## src/rtl/ps2_mouse_packetizer_if.sv

```systemverilog
// Bus between the PS/2 mouse packetizer, its transceiver and the host register block.
// The packetizer takes the master modport; the transceiver/host model takes the slave modport.
interface ps2_mouse_packetizer_if;
  logic [7:0] received_data;
  logic       received_data_en;
  logic       command_was_sent;
  logic       error_communication_timed_out;
  logic [7:0] the_command;
  logic       send_command;
  logic       mouse_ready;
  logic       pkt_valid;
  logic       btn_left;
  logic       btn_right;
  logic       btn_middle;
  logic [8:0] dx;
  logic [8:0] dy;
  logic       x_ovf;
  logic       y_ovf;
  logic       sync_err;

  modport master (
    input  received_data,
    input  received_data_en,
    input  command_was_sent,
    input  error_communication_timed_out,
    output the_command,
    output send_command,
    output mouse_ready,
    output pkt_valid,
    output btn_left,
    output btn_right,
    output btn_middle,
    output dx,
    output dy,
    output x_ovf,
    output y_ovf,
    output sync_err
  );

  modport slave (
    output received_data,
    output received_data_en,
    output command_was_sent,
    output error_communication_timed_out,
    input  the_command,
    input  send_command,
    input  mouse_ready,
    input  pkt_valid,
    input  btn_left,
    input  btn_right,
    input  btn_middle,
    input  dx,
    input  dy,
    input  x_ovf,
    input  y_ovf,
    input  sync_err
  );
endinterface

```

## src/rtl/ps2_mouse_packetizer.sv

```systemverilog
// PS/2 mouse controller: runs reset/enable-reporting init, then assembles 3-byte
// movement packets into a registered record with a single-cycle valid strobe.
module ps2_mouse_packetizer #(
  parameter int                  TIMEOUT_W      = 20,
  parameter logic [TIMEOUT_W-1:0] TIMEOUT_CYCLES = 20'd1000000
) (
  input  logic                   clk,
  input  logic                   reset,
  ps2_mouse_packetizer_if.master bus
);

  typedef enum logic [3:0] {
    S_SEND_RST     = 4'd0,
    S_WAIT_RST_ACK = 4'd1,
    S_WAIT_BAT     = 4'd2,
    S_WAIT_ID      = 4'd3,
    S_SEND_EN      = 4'd4,
    S_WAIT_EN_ACK  = 4'd5,
    S_B0           = 4'd6,
    S_B1           = 4'd7,
    S_B2           = 4'd8,
    S_RESTART      = 4'd9
  } state_t;

  state_t               r_state;
  logic [TIMEOUT_W-1:0] r_cnt;
  logic [7:0]           r_b0;
  logic [7:0]           r_b1;
  logic [7:0]           r_the_command;
  logic                 r_send_command;
  logic                 r_mouse_ready;
  logic                 r_pkt_valid;
  logic                 r_btn_left;
  logic                 r_btn_right;
  logic                 r_btn_middle;
  logic [8:0]           r_dx;
  logic [8:0]           r_dy;
  logic                 r_x_ovf;
  logic                 r_y_ovf;
  logic                 r_sync_err;

  wire w_timed_out = (r_cnt >= TIMEOUT_CYCLES);

  function automatic logic [7:0] f_expected_byte(input state_t s);
    case (s)
      S_WAIT_RST_ACK: f_expected_byte = 8'hFA;
      S_WAIT_BAT:     f_expected_byte = 8'hAA;
      S_WAIT_ID:      f_expected_byte = 8'h00;
      S_WAIT_EN_ACK:  f_expected_byte = 8'hFA;
      default:        f_expected_byte = 8'h00;
    endcase
  endfunction

  function automatic state_t f_wait_next(input state_t s);
    case (s)
      S_WAIT_RST_ACK: f_wait_next = S_WAIT_BAT;
      S_WAIT_BAT:     f_wait_next = S_WAIT_ID;
      S_WAIT_ID:      f_wait_next = S_SEND_EN;
      S_WAIT_EN_ACK:  f_wait_next = S_B0;
      default:        f_wait_next = S_RESTART;
    endcase
  endfunction

  // Init/stream FSM with timeout counter and all registered outputs.
  always_ff @(posedge clk) begin
    if (reset) begin
      r_state        <= S_SEND_RST;
      r_cnt          <= '0;
      r_b0           <= 8'h00;
      r_b1           <= 8'h00;
      r_the_command  <= 8'h00;
      r_send_command <= 1'b0;
      r_mouse_ready  <= 1'b0;
      r_pkt_valid    <= 1'b0;
      r_btn_left     <= 1'b0;
      r_btn_right    <= 1'b0;
      r_btn_middle   <= 1'b0;
      r_dx           <= 9'h000;
      r_dy           <= 9'h000;
      r_x_ovf        <= 1'b0;
      r_y_ovf        <= 1'b0;
      r_sync_err     <= 1'b0;
    end else begin
      r_pkt_valid <= 1'b0;
      r_sync_err  <= 1'b0;
      case (r_state)
        S_SEND_RST, S_SEND_EN: begin
          r_cnt         <= '0;
          r_mouse_ready <= 1'b0;
          // Acks only count once our request is visible; error beats success.
          if (r_send_command && bus.error_communication_timed_out) begin
            r_send_command <= 1'b0;
            r_state        <= S_RESTART;
          end else if (r_send_command && bus.command_was_sent) begin
            r_send_command <= 1'b0;
            r_state        <= (r_state == S_SEND_RST) ? S_WAIT_RST_ACK : S_WAIT_EN_ACK;
          end else begin
            r_send_command <= 1'b1;
            r_the_command  <= (r_state == S_SEND_RST) ? 8'hFF : 8'hF4;
          end
        end

        S_WAIT_RST_ACK, S_WAIT_BAT, S_WAIT_ID, S_WAIT_EN_ACK: begin
          r_send_command <= 1'b0;
          if (bus.received_data_en) begin
            r_cnt <= '0;
            if (bus.received_data == f_expected_byte(r_state)) begin
              r_state       <= f_wait_next(r_state);
              r_mouse_ready <= (r_state == S_WAIT_EN_ACK);
            end else begin
              r_state       <= S_RESTART;
              r_mouse_ready <= 1'b0;
            end
          end else if (w_timed_out) begin
            r_cnt         <= '0;
            r_state       <= S_RESTART;
            r_mouse_ready <= 1'b0;
          end else begin
            r_cnt         <= r_cnt + 1'b1;
            r_mouse_ready <= 1'b0;
          end
        end

        S_B0: begin
          r_cnt          <= '0;
          r_send_command <= 1'b0;
          r_mouse_ready  <= 1'b1;
          if (bus.received_data_en) begin
            if (bus.received_data[3]) begin
              r_b0    <= bus.received_data;
              r_state <= S_B1;
            end else begin
              r_sync_err <= 1'b1;
            end
          end else begin
            r_state <= S_B0;
          end
        end

        S_B1: begin
          r_send_command <= 1'b0;
          r_mouse_ready  <= 1'b1;
          if (bus.received_data_en) begin
            r_cnt   <= '0;
            r_b1    <= bus.received_data;
            r_state <= S_B2;
          end else if (w_timed_out) begin
            r_cnt   <= '0;
            r_state <= S_B0;
          end else begin
            r_cnt <= r_cnt + 1'b1;
          end
        end

        S_B2: begin
          r_send_command <= 1'b0;
          r_mouse_ready  <= 1'b1;
          if (bus.received_data_en) begin
            r_cnt        <= '0;
            r_btn_left   <= r_b0[0];
            r_btn_right  <= r_b0[1];
            r_btn_middle <= r_b0[2];
            r_dx         <= {r_b0[4], r_b1};
            r_dy         <= {r_b0[5], bus.received_data};
            r_x_ovf      <= r_b0[6];
            r_y_ovf      <= r_b0[7];
            r_pkt_valid  <= 1'b1;
            r_state      <= S_B0;
          end else if (w_timed_out) begin
            r_cnt   <= '0;
            r_state <= S_B0;
          end else begin
            r_cnt <= r_cnt + 1'b1;
          end
        end

        S_RESTART: begin
          // One guaranteed low cycle on send_command before the next request.
          r_cnt          <= '0;
          r_send_command <= 1'b0;
          r_mouse_ready  <= 1'b0;
          r_state        <= S_SEND_RST;
        end

        default: begin
          r_cnt          <= '0;
          r_send_command <= 1'b0;
          r_mouse_ready  <= 1'b0;
          r_state        <= S_RESTART;
        end
      endcase
    end
  end

  assign bus.the_command  = r_the_command;
  assign bus.send_command = r_send_command;
  assign bus.mouse_ready  = r_mouse_ready;
  assign bus.pkt_valid    = r_pkt_valid;
  assign bus.btn_left     = r_btn_left;
  assign bus.btn_right    = r_btn_right;
  assign bus.btn_middle   = r_btn_middle;
  assign bus.dx           = r_dx;
  assign bus.dy           = r_dy;
  assign bus.x_ovf        = r_x_ovf;
  assign bus.y_ovf        = r_y_ovf;
  assign bus.sync_err     = r_sync_err;

endmodule
```

## src/flat_wrapper.sv

```systemverilog
// flat-port wrapper written by rule: the top's interface ports become plain ports
module ps2_mouse_packetizer_flat 
#(
  parameter int                  TIMEOUT_W      = 20,
  parameter logic [TIMEOUT_W-1:0] TIMEOUT_CYCLES = 20'd1000000
)
  (clk, reset, bus_received_data, bus_received_data_en, bus_command_was_sent, bus_error_communication_timed_out, bus_the_command, bus_send_command, bus_mouse_ready, bus_pkt_valid, bus_btn_left, bus_btn_right, bus_btn_middle, bus_dx, bus_dy, bus_x_ovf, bus_y_ovf, bus_sync_err);
  ps2_mouse_packetizer_if bus_i ();
  input  logic clk;
  input  logic reset;
  input wire logic [$bits(bus_i.received_data)-1:0] bus_received_data;
  input wire logic [$bits(bus_i.received_data_en)-1:0] bus_received_data_en;
  input wire logic [$bits(bus_i.command_was_sent)-1:0] bus_command_was_sent;
  input wire logic [$bits(bus_i.error_communication_timed_out)-1:0] bus_error_communication_timed_out;
  output wire logic [$bits(bus_i.the_command)-1:0] bus_the_command;
  output wire logic [$bits(bus_i.send_command)-1:0] bus_send_command;
  output wire logic [$bits(bus_i.mouse_ready)-1:0] bus_mouse_ready;
  output wire logic [$bits(bus_i.pkt_valid)-1:0] bus_pkt_valid;
  output wire logic [$bits(bus_i.btn_left)-1:0] bus_btn_left;
  output wire logic [$bits(bus_i.btn_right)-1:0] bus_btn_right;
  output wire logic [$bits(bus_i.btn_middle)-1:0] bus_btn_middle;
  output wire logic [$bits(bus_i.dx)-1:0] bus_dx;
  output wire logic [$bits(bus_i.dy)-1:0] bus_dy;
  output wire logic [$bits(bus_i.x_ovf)-1:0] bus_x_ovf;
  output wire logic [$bits(bus_i.y_ovf)-1:0] bus_y_ovf;
  output wire logic [$bits(bus_i.sync_err)-1:0] bus_sync_err;
  assign bus_i.received_data = bus_received_data;
  assign bus_i.received_data_en = bus_received_data_en;
  assign bus_i.command_was_sent = bus_command_was_sent;
  assign bus_i.error_communication_timed_out = bus_error_communication_timed_out;
  assign bus_the_command = bus_i.the_command;
  assign bus_send_command = bus_i.send_command;
  assign bus_mouse_ready = bus_i.mouse_ready;
  assign bus_pkt_valid = bus_i.pkt_valid;
  assign bus_btn_left = bus_i.btn_left;
  assign bus_btn_right = bus_i.btn_right;
  assign bus_btn_middle = bus_i.btn_middle;
  assign bus_dx = bus_i.dx;
  assign bus_dy = bus_i.dy;
  assign bus_x_ovf = bus_i.x_ovf;
  assign bus_y_ovf = bus_i.y_ovf;
  assign bus_sync_err = bus_i.sync_err;
  ps2_mouse_packetizer #(.TIMEOUT_W(TIMEOUT_W), .TIMEOUT_CYCLES(TIMEOUT_CYCLES)) u_core (.clk(clk), .reset(reset), .bus(bus_i));
endmodule
```

## config.mk

```make
export PLATFORM = sky130hd
export DESIGN_NAME = ps2_mouse_packetizer_flat
export DESIGN_NICKNAME = d
export VERILOG_FILES = /design/src/rtl/ps2_mouse_packetizer_if.sv /design/src/rtl/ps2_mouse_packetizer.sv /design/src/flat_wrapper.sv
export SDC_FILE = /design/constraint.sdc
export NUM_CORES = 1
export LEC_CHECK = 0
export ABC_AREA = 1
export CAP_MARGIN = 20
export CORE_UTILIZATION = 53
export DETAILED_ROUTE_END_ITERATION = 10
export HOLD_SLACK_MARGIN = 0.15
export PLACE_DENSITY = 0.86
export SLEW_MARGIN = 15
export SYNTH_ARGS = -nofsm -noshare
export SYNTH_HDL_FRONTEND = slang
export SYNTH_SLANG_ARGS = --single-unit
```

## constraint.sdc

```tcl
create_clock -name clk -period 2.1 [get_ports clk]
set_input_delay 0.63 -clock clk [delete_from_list [all_inputs] [get_ports clk]]
set_output_delay 0.63 -clock clk [all_outputs]
set_load 0.005 [all_outputs]
```

==> results.md <==
* Sink count of the clock tree at 68
* 1st-pass router iterations at 5
* Switching power as a share of total power at between 20 and 30%
* CP Capture Type: output port
* Largest cells by area after synthesis: sky130_fd_sc_hd__dfxtp_1, sky130_fd_sc_hd__nand2_1, sky130_fd_sc_hd__nand3_1
* Gr usage total at 25.7%
* Post-synthesis share of cell area spent on and, or, nand and nor gates at 33.1%
* First-pass GRT wire length at between 10000 and 15000 microns
* Vertical die dimension at slightly below 80 microns
* Residual DRC count at 0
* Leading area contributor after synthesis: sky130_fd_sc_hd__dfxtp_1
* Area share of the largest cell type after synthesis at 44.2%
* Slew Limit Fails at 0
* Proportion of power drawn by the clock network at 36.2%
* Clock tree from TritonCTS: yes
* Pwr/cell area at 906 nW/um^2
* Proportion of register bits with asynchronous set or reset after synthesis at 0%
* Post-CTS Hold Fix Bufs at 0
* Vias at 3042
* Net switching power of the design at 987 uW
* Xor and xnor area share after synthesis at approximately 1.4%
* Overflow left after global routing at 0
* Critical path arrival at ~1.3 ns
* Count of input and output buffers at 47
* Final hold violation count at 0
* Startpoint-to-endpoint class of the critical path: reg2out
* PostCTS Resize Cnt at 0
* Area share of fa/ha/maj cells after synthesis at less than 1%
* TritonCTS Buffers at 9
* Starting DRT DRC Count at slightly below 200
* Maximum Capacitance Violations at 0
* Distinct cell type count after synthesis at 32
* Sequential group share of total power at between 40% and 50%
* Data required time of the worst path at around 1.5 ns
* Aggregate negative setup slack at 0 ns
* Actual transition at the worst max-transition pin at between 0.3 and 0.4 ns
* Combined area of all synthesized cells at between 3000 and 4000 sq um
* Starting density of the core at 55.6%
* Leading register cell type out of synthesis: sky130_fd_sc_hd__dfxtp_1
* Skew-Pair Late Insertion Delay at about 0.35 ns
* Cell depth of the worst hold path at 1
* Leakage power summed over all cells at approximately 1.4 nW
* Run status: finished clean
* Number of setup violations in the final report at 0
* Standard cell core area at roughly 5500 sq um
* Layout Skew at 0.00564 ns
* Bufs and invs on worst path at 1
* Number of logic stages on the critical path including buffering at 1
* Cell type group with the largest total delay on the critical path: buffers and inverters
* Most used cells in the layout excluding fill and tap cells: sky130_fd_sc_hd__nand2_1, sky130_fd_sc_hd__dfxtp_1, sky130_fd_sc_hd__nand3_1, sky130_fd_sc_hd__a21oi_1, sky130_fd_sc_hd__clkdlybuf4s50_1
* Clock Root Buffer: sky130_fd_sc_hd__clkbuf_8
* Area growth syn-to-layout at 27.0%
* HP Class: reg2reg
* Depth of the worst register-to-register path at 9
* Combinational group share of total power at ~23%
* Synth Area in Compound Gates at approximately an eighth
* Slew margin rel. at just under 80%
* Synthesis Warnings at 0
* Count of flip-flops with a built-in enable after synthesis at 0
* Mux share of post-synthesis cell area at 0%
* Longest individual stage delay on the worst path at 0.54 ns
* Final-stage net count at around 500
* Antenna cell count at 0
* WL final at roughly 7400 microns
* Portion of the post-synthesis area used by sequential elements at between 40% and 50%
* Share of cells above drive strength 1 at a little under an eighth
* CTS HTree Levels at 3
* Number of synthesized register bits at between 60 and 70
* Syn Nets at 443
* Die Width at around 78 microns
* Mean post-synth cell area at around 7 sq um
* Highest clock rate at ~520 MHz
* Most common cell after layout, fill and taps aside: sky130_fd_sc_hd__nand2_1
* Detailed placement HPWL at ~5200 microns
* Post-CTS Setup Bufs at 0
* Period utilization at 92.1%
* Worst-path clk slew at approximately 0.07 ns
* Number of placement rows at 27
* Type of origin of the critical path: register
* Via density per instance at around 5.4
* Period minus WS final at between 1.5 and 2 ns
* Mean routed wirelength per cell at approximately 13 microns
* Maximum number of pins on one net before global-route repair at 46
* Max rail drop VDD at 665 uV
* Highest net fanout along the worst path at 6
* Max Buffers Root-to-Sink at 2
* Antenna violations before repair at 0
* Cell type of the slowest stage on the worst timing path: sky130_fd_sc_hd__clkdlybuf4s50_1
* Mapped Cells at 428
* Area enclosed by the die boundary at between 6000 and 7000 sq um
* GP Congestion at a little over 0.9
* Setup repair after global routing missed its margin: false
* Main combinational cell family by area after synthesis: simple AND/OR/NAND/NOR gates
* Internal at between 2 and 3 mW
* Number of primary I/O pins at 48
* Via count of the first global-routing pass at around 2700
* Remaining antenna violation count after routing at 0
* Worst hold slack after final layout at 0.447 ns
* CP cell instances: clkdlybuf4s50_1
## synthesized netlist by cell type, types with 3 or more instances
library cell               instances
sky130_fd_sc_hd__a21oi_1          52
sky130_fd_sc_hd__a21oi_2           3
sky130_fd_sc_hd__buf_4             6
sky130_fd_sc_hd__clkbuf_1         13
sky130_fd_sc_hd__dfxtp_1          68
sky130_fd_sc_hd__inv_1            28
sky130_fd_sc_hd__inv_2             5
sky130_fd_sc_hd__nand2_1          98
sky130_fd_sc_hd__nand2_2           3
sky130_fd_sc_hd__nand3_1          60
sky130_fd_sc_hd__nand4_1           5
sky130_fd_sc_hd__nor2_1           38
sky130_fd_sc_hd__nor2_2            3
sky130_fd_sc_hd__nor2_4            3
sky130_fd_sc_hd__nor3_1            7
sky130_fd_sc_hd__o21ai_0           9
sky130_fd_sc_hd__xor2_1            3
## area by class of cell
type | instances | area [sq um]
clock buffers | 10 | 138
repair buffers | 66 | 626
well taps | 72 | 90.1
fillers | 451 | 1630
inverters | 33 | 124
multi-input cells | 305 | 1470
clock inverters | 5 | 100
flip-flops and latches | 68 | 1360
## sequential cells by signal, summed over array words and instances, names as in the netlist
name / cells
u_core.bus.dx: 9
u_core.bus.pkt_valid: 1
u_core.bus.btn_middle: 1
u_core.bus.x_ovf: 1
u_core.bus.mouse_ready: 1
u_core.r_state: 4
u_core.bus.btn_left: 1
u_core.r_b0: 7
u_core.bus.dy: 9
u_core.r_cnt: 20
u_core.bus.y_ovf: 1
u_core.bus.btn_right: 1
u_core.r_b1: 8
u_core.bus.sync_err: 1
u_core.bus.send_command: 1
u_core.bus.the_command: 2
## path summary, 6_finish.rpt
kind,startpoint,end,slack [ns]
worst max-delay path,u_core.bus.the_command[6],bus_the_command[4],0.17
worst min-delay path,u_core.r_cnt[0],u_core.r_cnt[0],0.45
worst max register to register,u_core.r_cnt[0],u_core.r_cnt[16],0.24
worst min register to register,u_core.r_cnt[0],u_core.r_cnt[0],0.45
## kinds of logic (layout without fill, tap and decap cells)
group	after synthesis	after routing
AND/OR/NAND/NOR	226	226
AO/OA/AOI/OAI	72	72
flip-flops	68	68
buffers and inverters	55	114
XOR/XNOR	5	5
adder cells (fa/ha/maj)	2	2
## through the flow
step | power [mW] | instance area [sq um] | util [%] | cells | worst slack, ns
3_5_place_dp | 2.28 | 3670 | 66.3 | 544 | -0.140
6_report | 3.54 | 3910 | 70.6 | 559 | 0.165
4_1_cts | 3.55 | 3910 | 70.6 | 559 | 0.157
2_1_floorplan | 1.98 | 3080 | - | 428 | 0.359
5_1_grt | 3.72 | 3910 | 70.6 | 559 | 0.0604
3_3_place_gp | 2.26 | 3670 | 66.3 | 544 | -0.0771
## power groups by stage
stage,logic (mW),registers [mW],clock network [mW]
finish,0.821,1.44,1.28
global route,0.904,1.45,1.37
CTS,0.817,1.44,1.30
detailed placement,0.812,1.47,0
global placement,0.799,1.46,0
floorplan,0.531,1.45,0
## routing by layer
metal	global-route usage (%)	routed length [microns]	vias up
met5	0	0	-
met4	9.63	106	0
met3	7.21	462	11
met2	44.5	3720	115
met1	30.0	3140	1398
li1	-	-	1518
No activity file was read; power rests on OpenSTA's default activity.
